File: config.mk
export PLATFORM = sky130hd
export DESIGN_NAME = cv32e40p_tmr_voter_monitor
export DESIGN_NICKNAME = d
export VERILOG_FILES = /design/src/rtl/cv32e40p_tmr_voter_monitor.sv
export SDC_FILE = /design/constraint.sdc
export NUM_CORES = 1
export LEC_CHECK = 0
export BUFFER_PORTS_ARGS = -buffer_cell sky130_fd_sc_hd__buf_2
export CAP_MARGIN = 20
export CORE_UTILIZATION = 50
export CTS_BUF_LIST = sky130_fd_sc_hd__clkbuf_2
export DETAILED_ROUTE_END_ITERATION = 7
export HOLD_SLACK_MARGIN = 0.03
export PLACE_DENSITY_LB_ADDON = 0.3
export SYNTH_ARGS = -nofsm -noshare
export SYNTH_HDL_FRONTEND = slang
export SYNTH_SLANG_ARGS = --single-unit
File: constraint.sdc
create_clock -name clk -period 3.7 [get_ports clk]
set_clock_uncertainty 0.05 [all_clocks]
set_input_delay 0.37 -clock clk [delete_from_list [all_inputs] [get_ports clk]]
set_output_delay 0.37 -clock clk [all_outputs]
set_load 0.005 [all_outputs]
File: src/rtl/cv32e40p_tmr_voter_monitor.sv
// Triple-modular-redundancy voter with persistent-fault tracking: votes three
// replica words, counts error events and degrades to duplex once a replica keeps failing.
module cv32e40p_tmr_voter_monitor #(
  parameter int unsigned WIDTH       = 32,
  parameter int unsigned PERM_THRESH = 4,
  parameter int unsigned CNT_W       = 16,
  parameter bit          REG_OUT     = 1'b0
) (
  input  logic             clk,
  input  logic             rst_n,
  input  logic             valid_i,
  input  logic [WIDTH-1:0] res1_i,
  input  logic [WIDTH-1:0] res2_i,
  input  logic [WIDTH-1:0] res3_i,
  input  logic             clear_i,
  output logic [WIDTH-1:0] result_o,
  output logic             valid_o,
  output logic             faulty_o,
  output logic             uncorrectable_o,
  output logic [2:0]       fault_id_o,
  output logic [2:0]       perm_fault_o,
  output logic [CNT_W-1:0] err_cnt_o
);

  localparam int unsigned     BW     = $clog2(PERM_THRESH + 1);
  localparam logic [BW-1:0]   THRESH = BW'(PERM_THRESH);

  logic [WIDTH-1:0] w_maj;
  logic [WIDTH-1:0] w_result;
  logic             w_tmr;
  logic             w_unc_raw;
  logic             w_faulty_raw;
  logic [2:0]       w_fid_raw;
  logic             w_faulty;
  logic             w_unc;
  logic [2:0]       w_fid;

  logic [2:0]       r_perm;
  logic [BW-1:0]    r_blame [3];
  logic [CNT_W-1:0] r_err_cnt;

  assign w_tmr = (r_perm == 3'b000);

  always_comb begin
    w_maj        = (res1_i & res2_i) | (res1_i & res3_i) | (res2_i & res3_i);
    w_result     = w_maj;
    w_unc_raw    = 1'b0;
    w_fid_raw    = 3'b000;
    w_faulty_raw = 1'b0;
    if (w_tmr) begin
      w_unc_raw = (res1_i != res2_i) && (res1_i != res3_i) && (res2_i != res3_i);
      if (!w_unc_raw) begin
        w_fid_raw = {res3_i != w_maj, res2_i != w_maj, res1_i != w_maj};
      end
      w_faulty_raw = w_unc_raw || (w_fid_raw != 3'b000);
    end else begin
      // Duplex: the lowest-index surviving replica drives the result.
      if (r_perm[0]) begin
        w_result  = res2_i;
        w_unc_raw = (res2_i != res3_i);
      end else if (r_perm[1]) begin
        w_result  = res1_i;
        w_unc_raw = (res1_i != res3_i);
      end else begin
        w_result  = res1_i;
        w_unc_raw = (res1_i != res2_i);
      end
      w_faulty_raw = w_unc_raw;
    end
  end

  assign w_faulty = valid_i & w_faulty_raw;
  assign w_unc    = valid_i & w_unc_raw;
  assign w_fid    = valid_i ? w_fid_raw : 3'b000;

  always_ff @(posedge clk or negedge rst_n) begin
    if (!rst_n) begin
      r_perm    <= 3'b000;
      r_err_cnt <= '0;
      for (int k = 0; k < 3; k++) r_blame[k] <= '0;
    end else if (clear_i) begin
      r_perm    <= 3'b000;
      r_err_cnt <= '0;
      for (int k = 0; k < 3; k++) r_blame[k] <= '0;
    end else if (valid_i) begin
      if (w_faulty && (r_err_cnt != '1)) r_err_cnt <= r_err_cnt + CNT_W'(1);
      // Only a correctable TMR vote says anything about which replica is at fault.
      if (w_tmr && !w_unc) begin
        for (int k = 0; k < 3; k++) begin
          if (w_fid[k]) begin
            if (r_blame[k] != THRESH) r_blame[k] <= r_blame[k] + BW'(1);
            if ((r_blame[k] + BW'(1)) == THRESH) r_perm[k] <= 1'b1;
          end else begin
            r_blame[k] <= '0;
          end
        end
      end
    end
  end

  assign perm_fault_o = r_perm;
  assign err_cnt_o    = r_err_cnt;

  // Output handshake is valid-only: a sample is accepted every cycle valid_i is
  // high and appears with valid_o high after 0 or 1 cycles; there is no backpressure.
  generate
    if (REG_OUT) begin : g_reg_out
      logic [WIDTH-1:0] r_result;
      logic             r_valid;
      logic             r_faulty;
      logic             r_unc;
      logic [2:0]       r_fid;

      always_ff @(posedge clk or negedge rst_n) begin
        if (!rst_n) begin
          r_result <= '0;
          r_valid  <= 1'b0;
          r_faulty <= 1'b0;
          r_unc    <= 1'b0;
          r_fid    <= 3'b000;
        end else begin
          r_result <= w_result;
          r_valid  <= valid_i;
          r_faulty <= w_faulty;
          r_unc    <= w_unc;
          r_fid    <= w_fid;
        end
      end

      assign result_o        = r_result;
      assign valid_o         = r_valid;
      assign faulty_o        = r_faulty;
      assign uncorrectable_o = r_unc;
      assign fault_id_o      = r_fid;
    end else begin : g_comb_out
      assign result_o        = w_result;
      assign valid_o         = valid_i;
      assign faulty_o        = w_faulty;
      assign uncorrectable_o = w_unc;
      assign fault_id_o      = w_fid;
    end
  endgenerate

endmodule

==> flow_results.xml <==
<?xml version="1.0" encoding="UTF-8"?>
<metrics>
  <group name="cts">
    <metric name="cts.sinks" unit="">28</metric>
    <metric name="cells_resized_by_post_cts_repair" unit="">0</metric>
    <metric name="cts_root_buffer" unit="">sky130_fd_sc_hd__clkbuf_2</metric>
    <metric name="tritoncts" unit="">yes</metric>
    <metric name="cts.reportedPaths.clkPinSlew" unit="ns">0.26</metric>
    <metric name="clock_latency" unit="ns">0.37</metric>
    <metric name="postCtsHoldBufs" unit="">1</metric>
    <metric name="cts_inserted_buffers" unit="">3</metric>
    <metric name="cts_htree_levels" unit="">1</metric>
    <metric name="post_cts_buffers" unit="">0</metric>
    <metric name="max-clock-path-buffers" unit="">2</metric>
  </group>
  <group name="grt">
    <metric name="grt_start_max_net_pins" unit="">66</metric>
    <metric name="first_global_vias" unit="">5942</metric>
    <metric name="grt_antenna_before_repair" unit="">1</metric>
    <metric name="gr-total-overflow" unit="">0</metric>
    <metric name="gr-usage-all-layers" unit="">0.304</metric>
    <metric name="grt_first_pass_wirelength" unit="um">28700</metric>
  </group>
  <group name="power_and_ir_drop">
    <metric name="p_comb_frac" unit="">0.602</metric>
    <metric name="netSwitchingPower" unit="mW">0.470</metric>
    <metric name="power_switching_share" unit="">0.434</metric>
    <metric name="total_power_consumption_of_the_routed_design" unit="mW">1.08</metric>
    <metric name="cell_internal_pwr" unit="mW">0.613</metric>
    <metric name="power-per-cell-area" unit="nW/um2">159</metric>
    <metric name="leakage" unit="nW">2.82</metric>
    <metric name="power_frac_clock" unit="">0.111</metric>
    <metric name="ir_drop" unit="mV">0.249</metric>
    <metric name="p_seq_frac" unit="">0.287</metric>
  </group>
  <group name="sta">
    <metric name="setup_tns" unit="ns">0</metric>
    <metric name="timing.final.crit_share" unit="">0.938</metric>
    <metric name="timing.fmax" unit="GHz">0.288</metric>
    <metric name="setup_viol" unit="">0</metric>
    <metric name="hold_violations" unit="">0</metric>
    <metric name="slew_viols_final" unit="">0</metric>
    <metric name="worst_slew_pin_slew" unit="ns">0.762</metric>
    <metric name="worst_slew_margin_rel" unit="">0.487</metric>
    <metric name="final_period_minus_worst_setup_slack" unit="ns">3.47</metric>
    <metric name="rsz0062_at_grt" unit="">false</metric>
  </group>
  <group name="yosys">
    <metric name="synth_commonest_cells" unit="">sky130_fd_sc_hd__nor4_1 (132), sky130_fd_sc_hd__ha_1 (106), sky130_fd_sc_hd__o31a_1 (96)</metric>
    <metric name="number_of_instances_in_the_synthesized_netlist" unit="">755</metric>
    <metric name="postSynthAreaPerCell" unit="um2">7.74</metric>
    <metric name="synth-main-ff-cell" unit="">sky130_fd_sc_hd__dfrtp_1</metric>
    <metric name="synth-async-reset-ratio" unit="">1.00</metric>
    <metric name="synth_cell_types" unit="">42</metric>
    <metric name="synth_seq_cells" unit="">28</metric>
    <metric name="most_area_hungry_cell_type_in_the_yosys_netlist" unit="">sky130_fd_sc_hd__ha_1</metric>
    <metric name="synth_edf_count" unit="">0</metric>
    <metric name="yosysSeqAreaShare" unit="">0.120</metric>
    <metric name="synth_area" unit="um2">5840</metric>
    <metric name="yosysWarningCount" unit="">0</metric>
    <metric name="yosysMostFrequentCell" unit="">sky130_fd_sc_hd__nor4_1</metric>
    <metric name="synth_top_area_share" unit="">0.227</metric>
    <metric name="synth.area.top_cells" unit="">sky130_fd_sc_hd__ha_1 (23%), sky130_fd_sc_hd__o31a_1 (14%), sky130_fd_sc_hd__nor4_1 (14%), sky130_fd_sc_hd__dfrtp_1 (12%), sky130_fd_sc_hd__o21ai_0 (5.7%)</metric>
    <metric name="syn_nets" unit="">961</metric>
  </group>
  <group name="placement">
    <metric name="placement.io_buffers" unit="">156</metric>
    <metric name="place_hpwl" unit="um">15400</metric>
    <metric name="post_dp_cell_area" unit="um2">6760</metric>
    <metric name="globalplace.congestion" unit="">0.974</metric>
  </group>
  <group name="cells_and_area">
    <metric name="antenna_cells" unit="">0</metric>
    <metric name="layout.cell_area.non_filler" unit="um2">6790</metric>
    <metric name="final_net_count" unit="">1106</metric>
    <metric name="layout-area-overhead-vs-synth" unit="%">16.2</metric>
    <metric name="post_route_cells_drive_above_1_share" unit="">0.212</metric>
  </group>
  <group name="floorplanning">
    <metric name="num_rows" unit="">39</metric>
    <metric name="dieArea" unit="um2">12100</metric>
    <metric name="num_io_pins" unit="">157</metric>
    <metric name="die_x_extent" unit="um">110</metric>
    <metric name="dieHeight" unit="um">110</metric>
    <metric name="core" unit="um2">11400</metric>
    <metric name="floorplan.initialDensity" unit="">0.512</metric>
  </group>
  <group name="route">
    <metric name="wl" unit="um">19000</metric>
    <metric name="drc_errors" unit="">0</metric>
    <metric name="initialDrtViolationCount" unit="">663</metric>
    <metric name="post_drt_wl_per_cell" unit="um">18.2</metric>
    <metric name="vias" unit="">6955</metric>
    <metric name="ant_nets" unit="">0</metric>
    <metric name="drt_pass1_iterations" unit="">7</metric>
    <metric name="post_drt_via_cell_ratio" unit="">6.67</metric>
  </group>
  <group name="worst_setup_path">
    <metric name="critPathKind" unit="">input pin to output pin</metric>
    <metric name="crit_path_max_fanout" unit="">19</metric>
    <metric name="worstPathRequired" unit="ns">3.28</metric>
    <metric name="setup.worst_path.end_class" unit="">output pin</metric>
    <metric name="arrival" unit="ns">3.05</metric>
    <metric name="startpoint_type" unit="">input pin</metric>
  </group>
  <group name="status">
    <metric name="result_of_the_run" unit="">finished clean</metric>
  </group>
  <group name="min_path">
    <metric name="min_path_type" unit="">input pin to flip-flop</metric>
  </group>
  <group name="job">
    <metric name="maxCapViolations" unit="">0</metric>
  </group>
</metrics>
-- registers in the layout (all words and copies together), names as in the netlist --
| register | flops |
|---|---|
| perm_fault_o | 3 |
| r_blame | 9 |
| err_cnt_o | 16 |
-- cell usage in the layout, fill, tap and decap left out, drive strengths merged, types with 4 or more instances in the layout --
master / instances
o31a: 96
nor4: 142
o22ai: 48
mux2: 10
dfrtp: 28
nand4: 12
inv: 11
ha: 106
o31ai: 5
nor2b: 13
nor3: 35
clkbuf: 4
nand3: 9
a21oi: 13
and3: 4
or4: 5
nor2: 25
buf: 162
nand2: 82
o21ai: 67
-- layer usage --
metal | share of wire | track usage
met2 | 0.46 | 0.507
met4 | 0.044 | 0.139
met1 | 0.42 | 0.393
met5 | 0.00053 | 0
met3 | 0.079 | 0.0347
-- worst max-delay path, stage by stage --
cell and delay, ns:
sky130_fd_sc_hd__buf_2 0.13, sky130_fd_sc_hd__ha_1 0.28, sky130_fd_sc_hd__nor4_1 0.69, sky130_fd_sc_hd__o22ai_1 0.20, sky130_fd_sc_hd__nor4_2 0.33, sky130_fd_sc_hd__nand4_2 0.24
sky130_fd_sc_hd__nor4_4 0.31, sky130_fd_sc_hd__buf_4 0.26, sky130_fd_sc_hd__nor2_1 0.09, sky130_fd_sc_hd__buf_2 0.15
-- per-stage QoR --
stage / utilization / cells / setup slack [ns] / hold slack (ns)
global route: 0.595 / 1042 / 0.0539 / 0.483
floorplan: - / 755 / 0.983 / 0.0244
global placement: 0.592 / 1037 / 0.197 / 0.376
finish: 0.595 / 1042 / 0.231 / 0.456
CTS: 0.595 / 1042 / 0.281 / 0.454
detailed placement: 0.592 / 1037 / 0.177 / 0.385
-- cell families after synthesis --
kind of cell	synth area share
buffers and inverters	0.0238
adder cells (fa/ha/maj)	0.227
flip-flops	0.120
AND/OR/NAND/NOR	0.321
AO/OA/AOI/OAI	0.288
multiplexers	0.0206
-- final cells by class --
cell class / count / area [um2]
fill: 1122 / 4630
sequential: 28 / 702
tap: 143 / 179
clock buffer: 4 / 20.0
inverter: 11 / 41.3
multi-input combinational: 693 / 5010
timing repair buffer: 163 / 836
-- power by group through the flow --
stage / Sequential [mW] / Clock, mW / Combinational, mW
3_5_place_dp: 0.316 / 0 / 0.633
4_1_cts: 0.311 / 0.122 / 0.638
5_1_grt: 0.311 / 0.132 / 0.716
3_3_place_gp: 0.316 / 0 / 0.628
2_1_floorplan: 0.315 / 0 / 0.375
6_report: 0.311 / 0.120 / 0.651
-- final timing paths --
| kind | startpoint | to | slack, ns | cells past startpoint |
|---|---|---|---|---|
| setup / recovery | res2_i[3] | faulty_o | 0.23 | 10 |
| hold / removal | clear_i | r_blame[4] | 0.46 | 2 |
| setup reg to reg | perm_fault_o[0] | err_cnt_o[2] | 1.31 | 5 |
| hold reg to reg | r_blame[6] | r_blame[6] | 0.52 | 2 |
| max in group asynchronous | rst_n | perm_fault_o[0] | 2.69 | 2 |
| min in group asynchronous | rst_n | err_cnt_o[5] | 0.47 | 2 |
Power figures use the tool's default switching activity.
